## config.mk

```make
export PLATFORM = sky130hd
export DESIGN_NAME = lsu_mem_master
export DESIGN_NICKNAME = d
export VERILOG_FILES = /design/src/rtl/lsu_pkg.sv /design/src/rtl/lsu_align.sv /design/src/rtl/lsu_mem_master.sv
export SDC_FILE = /design/constraint.sdc
export NUM_CORES = 1
export LEC_CHECK = 0
export CORE_UTILIZATION = 40
export DETAILED_ROUTE_END_ITERATION = 10
export HOLD_SLACK_MARGIN = 0.08
export PLACE_DENSITY_LB_ADDON = 0.12
export SLEW_MARGIN = 30
export SYNTH_ARGS = -nofsm -noshare
export SYNTH_HDL_FRONTEND = slang
export SYNTH_SLANG_ARGS = --single-unit
export TNS_END_PERCENT = 1
```

## constraint.sdc

```tcl
create_clock -name clock -period 7.5 [get_ports clock]
set_input_delay 1.5 -clock clock [delete_from_list [all_inputs] [get_ports clock]]
set_output_delay 1.5 -clock clock [all_outputs]
set_load 0.1 [all_outputs]
```

## src/rtl/lsu_pkg.sv

```systemverilog
// Shared encodings for the load/store unit memory master.
// Size, error and FSM state enums used across the LSU.
package lsu_pkg;

  localparam logic [1:0] SZ_B = 2'd0;
  localparam logic [1:0] SZ_H = 2'd1;
  localparam logic [1:0] SZ_W = 2'd2;

  typedef enum logic [1:0] {
    ERR_OK       = 2'd0,
    ERR_MISALIGN = 2'd1,
    ERR_TIMEOUT  = 2'd2,
    ERR_SIZE     = 2'd3
  } err_e;

  typedef enum logic [1:0] {
    IDLE = 2'd0,
    REQ  = 2'd1,
    RESP = 2'd2
  } state_e;

endpackage

```

## src/rtl/lsu_align.sv

```systemverilog
// Byte-lane steering for stores and lane extraction/extension for loads.
// Also flags misaligned accesses and illegal sizes.
module lsu_align
  import lsu_pkg::*;
(
  input  logic [1:0]  size_i,
  input  logic        uns_i,
  input  logic [1:0]  off_i,
  input  logic [31:0] wdata_i,
  input  logic [31:0] rdata_i,
  output logic [3:0]  wmask_o,
  output logic [31:0] wdata_o,
  output logic        misalign_o,
  output logic        illegal_o,
  output logic [31:0] rdata_o
);

  logic [31:0] shifted;

  always_comb begin
    wmask_o    = 4'b0000;
    wdata_o    = 32'h0;
    misalign_o = 1'b0;
    illegal_o  = 1'b0;
    rdata_o    = 32'h0;
    shifted    = rdata_i >> {off_i, 3'b000};
    unique case (size_i)
      SZ_B: begin
        wmask_o = 4'b0001 << off_i;
        wdata_o = {4{wdata_i[7:0]}};
        rdata_o = uns_i ? {24'h0, shifted[7:0]}
                        : {{24{shifted[7]}}, shifted[7:0]};
      end
      SZ_H: begin
        misalign_o = off_i[0];
        wmask_o    = 4'b0011 << off_i;
        wdata_o    = {2{wdata_i[15:0]}};
        rdata_o    = uns_i ? {16'h0, shifted[15:0]}
                           : {{16{shifted[15]}}, shifted[15:0]};
      end
      SZ_W: begin
        misalign_o = |off_i;
        wmask_o    = 4'hF;
        wdata_o    = wdata_i;
        rdata_o    = shifted;
      end
      default: illegal_o = 1'b1;
    endcase
  end

endmodule

```

## src/rtl/lsu_mem_master.sv

```systemverilog
// Data-memory initiator: one outstanding load/store, with timeout.
// FSM IDLE -> REQ -> RESP; errors skip REQ entirely.
module lsu_mem_master
  import lsu_pkg::*;
#(
  parameter int unsigned TIMEOUT_CYCLES = 255
) (
  input  logic        clock,
  input  logic        reset,
  input  logic        req_valid,
  output logic        req_ready,
  input  logic        req_write,
  input  logic [1:0]  req_size,
  input  logic        req_unsigned,
  input  logic [31:0] req_addr,
  input  logic [31:0] req_wdata,
  output logic        rsp_valid,
  input  logic        rsp_ready,
  output logic [31:0] rsp_rdata,
  output logic [1:0]  rsp_err,
  output logic        mem_valid,
  output logic        mem_write_enable,
  output logic [31:0] mem_addr,
  output logic [31:0] mem_wdata,
  output logic [3:0]  mem_wmask,
  input  logic [31:0] mem_rdata,
  input  logic        mem_ready
);

  localparam logic [15:0] TO = 16'(TIMEOUT_CYCLES);

  state_e      state_q;
  err_e        err_q;
  logic        wr_q;
  logic [1:0]  sz_q;
  logic        uns_q;
  logic [31:0] addr_q;
  logic [31:0] wdata_q;
  logic [15:0] cnt_q;
  logic [15:0] cnt_d;
  logic [31:0] rdata_q;

  logic        idle;
  logic [1:0]  a_size;
  logic        a_uns;
  logic [1:0]  a_off;
  logic [31:0] a_wdata;
  logic [3:0]  a_wmask;
  logic [31:0] a_wdo;
  logic        a_mis;
  logic        a_ill;
  logic [31:0] a_rdata;

  // In IDLE the aligner checks the live request; afterwards the latched one.
  assign idle    = (state_q == IDLE);
  assign a_size  = idle ? req_size        : sz_q;
  assign a_uns   = idle ? req_unsigned    : uns_q;
  assign a_off   = idle ? req_addr[1:0]   : addr_q[1:0];
  assign a_wdata = idle ? req_wdata       : wdata_q;
  assign cnt_d   = cnt_q + 16'd1;

  lsu_align u_align (
    .size_i     (a_size),
    .uns_i      (a_uns),
    .off_i      (a_off),
    .wdata_i    (a_wdata),
    .rdata_i    (mem_rdata),
    .wmask_o    (a_wmask),
    .wdata_o    (a_wdo),
    .misalign_o (a_mis),
    .illegal_o  (a_ill),
    .rdata_o    (a_rdata)
  );

  always_ff @(posedge clock or negedge reset) begin
    if (!reset) begin
      state_q <= IDLE;
      err_q   <= ERR_OK;
      wr_q    <= 1'b0;
      sz_q    <= 2'd0;
      uns_q   <= 1'b0;
      addr_q  <= 32'h0;
      wdata_q <= 32'h0;
      cnt_q   <= 16'h0;
      rdata_q <= 32'h0;
    end else begin
      unique case (state_q)
        IDLE: begin
          if (req_valid) begin
            wr_q    <= req_write;
            sz_q    <= req_size;
            uns_q   <= req_unsigned;
            addr_q  <= req_addr;
            wdata_q <= req_wdata;
            cnt_q   <= 16'h0;
            rdata_q <= 32'h0;
            if (a_ill) begin
              err_q   <= ERR_SIZE;
              state_q <= RESP;
            end else if (a_mis) begin
              err_q   <= ERR_MISALIGN;
              state_q <= RESP;
            end else begin
              err_q   <= ERR_OK;
              state_q <= REQ;
            end
          end
        end
        REQ: begin
          if (mem_ready) begin
            rdata_q <= wr_q ? 32'h0 : a_rdata;
            err_q   <= ERR_OK;
            state_q <= RESP;
          end else if (cnt_d == TO) begin
            rdata_q <= 32'h0;
            err_q   <= ERR_TIMEOUT;
            state_q <= RESP;
          end else begin
            cnt_q <= cnt_d;
          end
        end
        RESP: begin
          if (rsp_ready) state_q <= IDLE;
        end
        default: state_q <= IDLE;
      endcase
    end
  end

  assign req_ready        = idle & reset;
  assign rsp_valid        = (state_q == RESP);
  assign rsp_rdata        = rdata_q;
  assign rsp_err          = err_q;
  assign mem_valid        = (state_q == REQ);
  assign mem_write_enable = mem_valid & wr_q;
  assign mem_addr         = mem_valid ? {addr_q[31:2], 2'b00} : 32'h0;
  assign mem_wdata        = mem_valid ? a_wdo : 32'h0;
  assign mem_wmask        = mem_valid ? a_wmask : 4'h0;

endmodule

```

Word-level counts from Yosys, hierarchy flattened
Cells that the tools add are included.
{ "word_totals": {"regBits": 120, "latchBits": 0, "ramBits": 0, "mem_bits_ro": 0, "input_bits": 105, "output_inout_bits": 106, "elab_cells": 68, "mem_count": 0} }
{ "op_classes": {"addsub": 1, "mul": 0, "n_div": 0, "magnitude_cmp": 0, "eq_ne": 10, "n_shift": 3, "n_mux": 34, "bitwise": 2, "reduce_logical": 9} }
{ "op_table": {"columns": ["operator", "n"], "rows": [
  ["2-to-1 mux 32 bit", 9],
  ["case mux 32 bit (3 select lines)", 2],
  ["case mux 32 bit (2 select lines)", 1],
  ["2-to-1 mux 16 bit", 3],
  ["case mux 16 bit (2 select lines)", 1],
  [">> shifter 32 x 5 -> 32 bit", 1],
  ["2-to-1 mux 2 bit", 11],
  ["adder 16 x 1 -> 16 bit (second input constant)", 1],
  ["== test 16 x 8 -> 1 bit (second input constant)", 1],
  ["case mux 4 bit (3 select lines)", 1],
  ["!= test 2 bit (second input constant)", 3],
  ["case mux 2 bit (3 select lines)", 1],
  ["AND reduction 3 bit", 2],
  ["== test 2 x 1 -> 1 bit (second input constant)", 2],
  ["== test 2 bit (second input constant)", 2],
  ["logical NOT 2 bit", 2],
  ["2-to-1 mux 4 bit", 1],
  ["case mux 2 bit (2 select lines)", 1],
  ["AND reduction 4 bit", 1],
  ["left shift 1 x 2 -> 4 bit (first input constant)", 1],
  ["left shift 2 x 2 -> 4 bit (first input constant)", 1],
  ["!= test 3 x 1 -> 1 bit (second input constant)", 1],
  ["OR reduction 3 bit", 1],
  ["AND 1 bit", 2],
  ["6 further kinds", 7]
]} }

Longest topological paths before layout
Gate-level depths: netlist (run 1).
{ "depth": {"ltp_word": 8, "mapped_depth": 11, "depth_no_buf": 10} }

Modules after synthesis
Synthesis (run 1) repeated with hierarchy kept, for this count alone.
{ "unflattened": {"hier_cells": 793, "hier_area_um2": 7672.4} }
{ "modules_own_cells": {"columns": ["mod", "n_inst", "cells_each", "area_per_inst_um2", "seq_area_each_um2"], "rows": [
  ["lsu_mem_master", 1, 583, 6281.0, 3002.9],
  ["lsu_align", 1, 210, 1391.3, 0.0]
]} }

Worst setup path before layout (run 1)
OpenSTA, ideal clock, no wires.
{ "synth_timing": {"path_type": "input port to output port", "startpoint": "input port req_size[1]", "endpoint": "output port mem_wdata[29]", "arrival_time_ns": 4.185, "required_time_ns": 6.000, "slack_ns": 1.815, "cell_stages": 7, "path_cell_list": "mux2i_1 inv_1 ha_1 nand2b_1 clkbuf_1 clkbuf_1 a21oi_1"} }
{ "synth_via": {"elab_chain_len": 4, "word_cells_on_any_way": 6} }
{ "synth_rtl": {"columns": ["item", "line_no", "text"], "rows": [
  ["start: declaration", "lsu_mem_master.sv:13", "input logic [1:0] req_size,"],
  ["2-to-1 mux 2 bit *", "lsu_mem_master.sv:56", "assign a_size = idle ? req_size : sz_q;"],
  ["== test 2 bit (tied with other cells)", "lsu_align.sv:27", "unique case (size_i)"],
  ["case mux 32 bit (3 select lines) *", "lsu_align.sv:27", null],
  ["2-to-1 mux 32 bit *", "lsu_mem_master.sv:137", "assign mem_wdata = mem_valid ? a_wdo : 32'h0;"],
  ["end: declaration", "lsu_mem_master.sv:24", "output logic [31:0] mem_wdata,"]
]} }
Mark *: on every way between the ends. The rest lies on a longest branch, timed or not.

Worst setup path in the final report (run 1)
{ "layout_timing": {"startpoint": "input port req_addr[1]", "endpoint": "output port mem_wmask[0]"} }
{ "layout_via": {"elab_chain_len": 4, "word_cells_on_any_way": 5} }
{ "layout_rtl": {"columns": ["item", "line_no", "text"], "rows": [
  ["start: declaration", "lsu_mem_master.sv:15", "input logic [31:0] req_addr,"],
  ["2-to-1 mux 2 bit *", "lsu_mem_master.sv:58", "assign a_off = idle ? req_addr[1:0] : addr_q[1:0];"],
  ["left shift 2 x 2 -> 4 bit / left shift 1 x 2 -> 4 bit (equally long branches)", "lsu_align.sv:36, lsu_align.sv:29", null],
  ["case mux 4 bit (3 select lines) *", "lsu_align.sv:27", null],
  ["2-to-1 mux 4 bit *", "lsu_mem_master.sv:138", "assign mem_wmask = mem_valid ? a_wmask : 4'h0;"],
  ["end: declaration", "lsu_mem_master.sv:25", "output logic [3:0] mem_wmask,"]
]} }
Marked as above.

==> results of run 1 <==
[state kept, by name (all words and copies together), names as in the netlist]
signal and flops:
cnt_q 16, rsp_rdata 32, wr_q 1, sz_q 2
rsp_err 2, wdata_q 32, uns_q 1, addr_q 32
state_q 2
[layout make-up]
type	count	area (um2)	area share [%]
Tap cell	220	275	2.89
Clock buffer	17	425	4.47
Sequential cell	120	3000	31.6
Timing Repair Buffer	216	2050	21.6
Antenna cell	1	2.50	0.0263
Clock inverter	15	143	1.50
Inverter	6	22.5	0.237
Multi-Input combinational cell	632	3590	37.8
[per-layer routing]
| metal | vias up | GRT usage (%) |
|---|---|---|
| li1 | 3114 | - |
| met1 | 3034 | 32.9 |
| met2 | 204 | 36.8 |
| met3 | 12 | 7.20 |
| met4 | 0 | 6.45 |
| met5 | - | 0 |
[power groups by stage]
stage | registers, mW | logic (mW) | clock network [mW]
floorplan | 1.36 | 1.83 | 0
global placement | 1.02 | 2.81 | 0
detailed placement | 1.02 | 2.82 | 0
CTS | 1.02 | 2.83 | 0.806
global route | 1.05 | 3.00 | 0.835
finish | 1.02 | 2.82 | 0.793
[cell usage after synthesis, types with 4 or more instances]
cell type / instances
and3_1: 4
a32o_1: 8
a22oi_1: 8
nand2b_1: 14
nand2_1: 272
buf_1: 5
buf_6: 4
ha_1: 6
mux2_2: 26
mux2i_1: 31
o21ai_0: 38
o211ai_1: 8
nand3_1: 18
nor2_1: 48
and2_1: 35
a22o_1: 25
a21oi_1: 33
dfrtp_1: 120
buf_4: 5
clkbuf_1: 39
inv_1: 6
[worst register-to-register path, delay by kind of cell (launching register included)]
kind	cells	cell delay (ns)
AOI/OAI and AO/OA	1	0.27
adders and majority gates	1	0.77
buffers and inverters	1	0.49
DFF	1	0.46
muxes	1	0.56
and+or+nand+nor	4	1.26
[placed cells by master (no fill, tap or decap), types with 14 or more instances in the layout]
cell and instances:
nand2_1 271, clkdlybuf4s50_1 172, dfrtp_1 120, nor2_1 47
buf_4 44, o21ai_0 38, and2_1 34, a21oi_1 32
mux2i_1 30, mux2_2 26, a22o_1 25, nand3_1 18
clkbuf_16 17, nand2b_1 14
[cell families after synthesis]
family / after synthesis
compound gates: 144
buf+inv: 61
fa+ha+maj: 6
mux: 57
flops: 120
other cells: 1
xor+xnor: 4
simple gates: 419
[worst paths after layout]
kind | from | endpoint | depth (start not counted)
min in group asynchronous | reset | addr_q[22]$_DFFE_PN0P_ | 1
worst min-delay path | addr_q[14]$_DFFE_PN0P_ | addr_q[14]$_DFFE_PN0P_ | 2
max in group asynchronous | reset | addr_q[1]$_DFFE_PN0P_ | 3
worst max register to register | state_q[0]$_DFFE_PN0P_ | rsp_rdata[3]$_DFFE_PN0P_ | 8
worst max-delay path | req_addr[1] | mem_wmask[0] | 6
worst min register to register | addr_q[14]$_DFFE_PN0P_ | addr_q[14]$_DFFE_PN0P_ | 2
==> impl_metrics.yaml, run 1 <==
drt:
  drtIter0Drc: 477
  met3_length_mm: 1.55
  firstDrtPassIters: 5
  wl_met1_mm: 9.41
  top_layer_used: "met4"
  viasPerCell: 5.19
  vias: 6364
  wirelength_mm: 20.6
  wl_per_cell_um: 16.8
  wl_met2_mm: 9.48
  antenna_left: 0
  drcViolationCount: 0
place:
  place_area_um2: 8940
  io_buffers: 208
  gp_congestion: 0.826
  hpwl_mm: 14.3
  pre_cts_ws_ns: 1.63
  placedCellCount: 1194
clock_network:
  cts_resized: 0
  cts_tree: "done"
  clk_latency_ns: 0.42
  clock_path_buffers: 2
  cts-hold-fix-buffers: 0
  clk_pin_slew_worst_paths_ns: 0.06
  post_cts_buffers: 0
  clkSinkCount: 120
  h-tree-depth: 4
  numCtsBuffers: 17
  cts_root_buf: "clkbuf_16"
yosys:
  yosys.cell_types.count: 58
  syn_area_um2: 6850
  syn_area_per_cell_um2: 8.44
  synth-warning-count: 0
  synth-simple-area-share_pct: 27.2
  synthXorXnorAreaFrac_pct: 0.511
  yosys.area.top_type_share_pct: 43.8
  synthTopCellsByArea: "dfrtp_1 44%, nand2_1 15%, mux2i_1 4.5%"
  ys_seq_area_share_pct: 43.8
  synth-main-ff-cell: "dfrtp_1"
  yosysTopAreaCell: "dfrtp_1"
  synth-compound-area-share_pct: 14.4
  synthMuxAreaShare_pct: 8.80
  synthCells: 812
  synth_top_family_by_area: "simple AND/OR/NAND/NOR gates"
  synth_seq_cells: 120
  synthArstFlopShare_pct: 100
  synthAdderAreaFrac_pct: 1.10
  synth_edf_count: 0
final_layout:
  fin_util_pct: 57.2
  fillers: 1532
  layout-drive-gt1-share_pct: 12.0
  finalNetCount: 1104
  design_area_um2: 9520
  fin_cells: 1227
  area_growth_pct: 38.9
pwr:
  p_sw_mw: 2.53
  p_int_mw: 2.09
  sequentialPowerShare_pct: 22.0
  leakagePower_nw: 4.42
  powerDensity_nw_per_um2: 486
  report.power.total_mw: 4.63
  combPwrFrac_pct: 60.9
  clockPowerShare_pct: 17.1
  swShare_pct: 54.7
  irDropWorstVdd_v: 0.000302
sta:
  rsz0062_at_grt: "false"
  fin_crit_sh_pct: 77.2
  setup_tns_ns: 0
  finClkSkew_ns: 0.00836
  whs_ns: 0.462
  drv_slew: 0
  finalHoldViolCount: 0
  setup_violations: 0
  tightestPinTransition_ns: 1.02
  max_freq_mhz: 173
  period_minus_slack_ns: 5.79
  relSlewSlack_pct: 31.6
  worst_slack_ns: 1.71
setup_path:
  crit_path_max_incr_delay_ns: 1.18
  path_max_fanout: 18
  cp-start-kind: "input port"
  crit_arrival_ns: 4.29
  critPathKind: "input port to primary output"
  cp.required_ns: 6.00
  crit_chain: "clkdlybuf4s50_1, or3b_1, and2_1, nand2_1, a21oi_1, clkdlybuf4s50_1"
  crit_path_top_delay_cell: "clkdlybuf4s50_1"
  cpLargestDelayFamily: "buffers and inverters"
  worst_setup_path_end_kind: "primary output"
  crit_buf_inv: 2
  cp_common_cell: "clkdlybuf4s50_1"
  r2r_slack_ns: 3.63
min_path:
  hold_path.class: "register to register"
global_route:
  grt_max_degree: 74
  grt_overflow: 0
  globalRouteTotalUtil_pct: 24.0
  grt_pass1_wl_mm: 33.1
  antenna_found_initial: 1
  first_global_vias: 5988
floorplan:
  io_pins: 211
  rows: 47
  fp.dieH_um: 133
  core_um2: 16600
  start_util_pct: 41.2
  dieArea_um2: 17700
  die_w_um: 133
outcome:
  status: "finished, final reports clean"
run:
  maxCapViolCount: 0
No activity file was read; power rests on OpenSTA's default activity.
==> inputs of run 2 (changes only) <==
==> constraint.sdc (replaced) <==
create_clock -name clock -period 5.35 [get_ports clock]
set_input_delay 1.07 -clock clock [delete_from_list [all_inputs] [get_ports clock]]
set_output_delay 1.07 -clock clock [all_outputs]
set_load 0.1 [all_outputs]
==> run 2 against run 1 <==
Flip-flop and latch count unchanged. Final area increased by 4.5%. Sequential power grew 40%. Hold slack better by 0.0014 ns. Die area unchanged. First-iteration DRC count fell by 6.9%. Routed wire length is 2.2% higher. Sequential share of layout area decreased by 1.4 points. Clock power increased by 53%. Non-clock buffer count is 3 higher. Critical path type unchanged. Largest cell class unchanged. Largest power group unchanged.
==> impl_metrics.yaml, run 2 (synthesis results as in run 1) <==
outcome:
  status: "finished, final reports clean"
final_layout:
  fillers: 1477
  final_common_cell: "nand2_1"
  register_area_um2: 3000
  multi_input_area_um2: 3590
  area_growth_pct: 45.2
  finalNetCount: 1107
  layout-drive-gt1-share_pct: 15.5
  antenna_cells: 0
  fin_util_pct: 59.7
  layout_common_cells: "271 x nand2_1, 139 x clkdlybuf4s50_1, 120 x dfrtp_1, 47 x nor2_1, 45 x buf_4"
clock_network:
  clkSinkCount: 120
  clk_latency_ns: 0.42
  numCtsBuffers: 17
  cts_root_buf: "clkbuf_16"
  cts_resized: 0
  cts_tree: "done"
  post_cts_buffers: 0
  h-tree-depth: 4
  cts-hold-fix-buffers: 0
  clk_pin_slew_worst_paths_ns: 0.05
  clock_path_buffers: 2
global_route:
  grt_overflow: 0
  grt_max_degree: 74
  grt_pass1_wl_mm: 34.1
  globalRouteTotalUtil_pct: 24.8
  antenna_found_initial: 0
  first_global_vias: 6249
sta:
  relSlewSlack_pct: 30.9
  finClkSkew_ns: 0.00949
  finalHoldViolCount: 0
  setup_violations: 0
  drv_slew: 0
  period_minus_slack_ns: 4.76
  tightestPinTransition_ns: 1.03
  rsz0062_at_grt: "false"
  setup_tns_ns: 0
  max_freq_mhz: 210
  fin_crit_sh_pct: 89.0
setup_path:
  cp.required_ns: 4.28
  cp-start-kind: "input port"
  critPathKind: "input port to primary output"
  path_max_fanout: 25
  crit_arrival_ns: 3.69
  worst_setup_path_end_kind: "primary output"
pwr:
  powerDensity_nw_per_um2: 686
  irDropWorstVdd_v: 0.000426
  leakagePower_nw: 4.62
  report.power.total_mw: 6.82
drt:
  wl_per_cell_um: 17.2
  vias: 6366
  firstDrtPassIters: 5
  antenna_left: 0
  drtIter0Drc: 444
  viasPerCell: 5.18
  wirelength_mm: 21.1
  drcViolationCount: 0
floorplan:
  io_pins: 211
  fp.dieH_um: 133
  start_util_pct: 41.2
  core_um2: 16600
  die_w_um: 133
  dieArea_um2: 17700
  rows: 47
place:
  io_buffers: 208
  hpwl_mm: 14.8
  gp_congestion: 0.858
min_path:
  hold_path.class: "register to register"
run:
  maxCapViolCount: 0
run 2: critical path, cell delays in order:
cell and delay (ns):
clkdlybuf4s50_1 0.42, mux2i_1 0.45, inv_1 0.16, ha_1 0.27
nand2b_1 0.59, a21oi_1 0.50, buf_12 0.22
run 2: routing by layer:
layer	track usage (%)	part of all wire [%]	up-vias	routed length, um
met5	0	0	-	0
met4	7.28	1.4	0	291
met3	7.24	7.5	20	1580
met2	38.6	46	212	9670
met1	33.4	45	3021	9560
li1	-	-	3113	-
run 2: metrics by stage:
stage,worst slack [ns],hold WS (ns),area (um2),std cells
finish,0.587,0.464,9940,1229
global route,0.368,0.480,9940,1229
CTS,0.580,0.468,9940,1229
detailed placement,0.604,0.454,9320,1197
global placement,0.664,0.448,9320,1197
floorplan,0.450,0.437,6850,813
run 2: final timing paths:
check	from	to	slack (ns)	cells past startpoint
max in group asynchronous	reset	rsp_rdata[11]$_DFFE_PN0P_	3.75	2
max	req_size[1]	mem_wdata[11]	0.59	7
max reg2reg	state_q[0]$_DFFE_PN0P_	rsp_rdata[19]$_DFFE_PN0P_	2.06	7
min in group asynchronous	reset	addr_q[8]$_DFFE_PN0P_	0.54	1
min reg2reg	addr_q[6]$_DFFE_PN0P_	addr_q[6]$_DFFE_PN0P_	0.46	2
min	addr_q[6]$_DFFE_PN0P_	addr_q[6]$_DFFE_PN0P_	0.46	2
run 2: final cells by class:
cell class | instances | area share, %
Clock inverter | 13 | 1.71
Tap cell | 220 | 2.77
Sequential cell | 120 | 30.2
Timing Repair Buffer | 219 | 24.4
Multi-Input combinational cell | 632 | 36.1
Clock buffer | 19 | 4.56
Inverter | 6 | 0.227
run 2: power by group:
group / total (mW) / switching, mW / internal (mW)
registers: 1.43 / 0.189 / 1.24
logic: 4.18 / 2.96 / 1.22
clock network: 1.21 / 0.446 / 0.762
total: 6.82 / 3.60 / 3.22
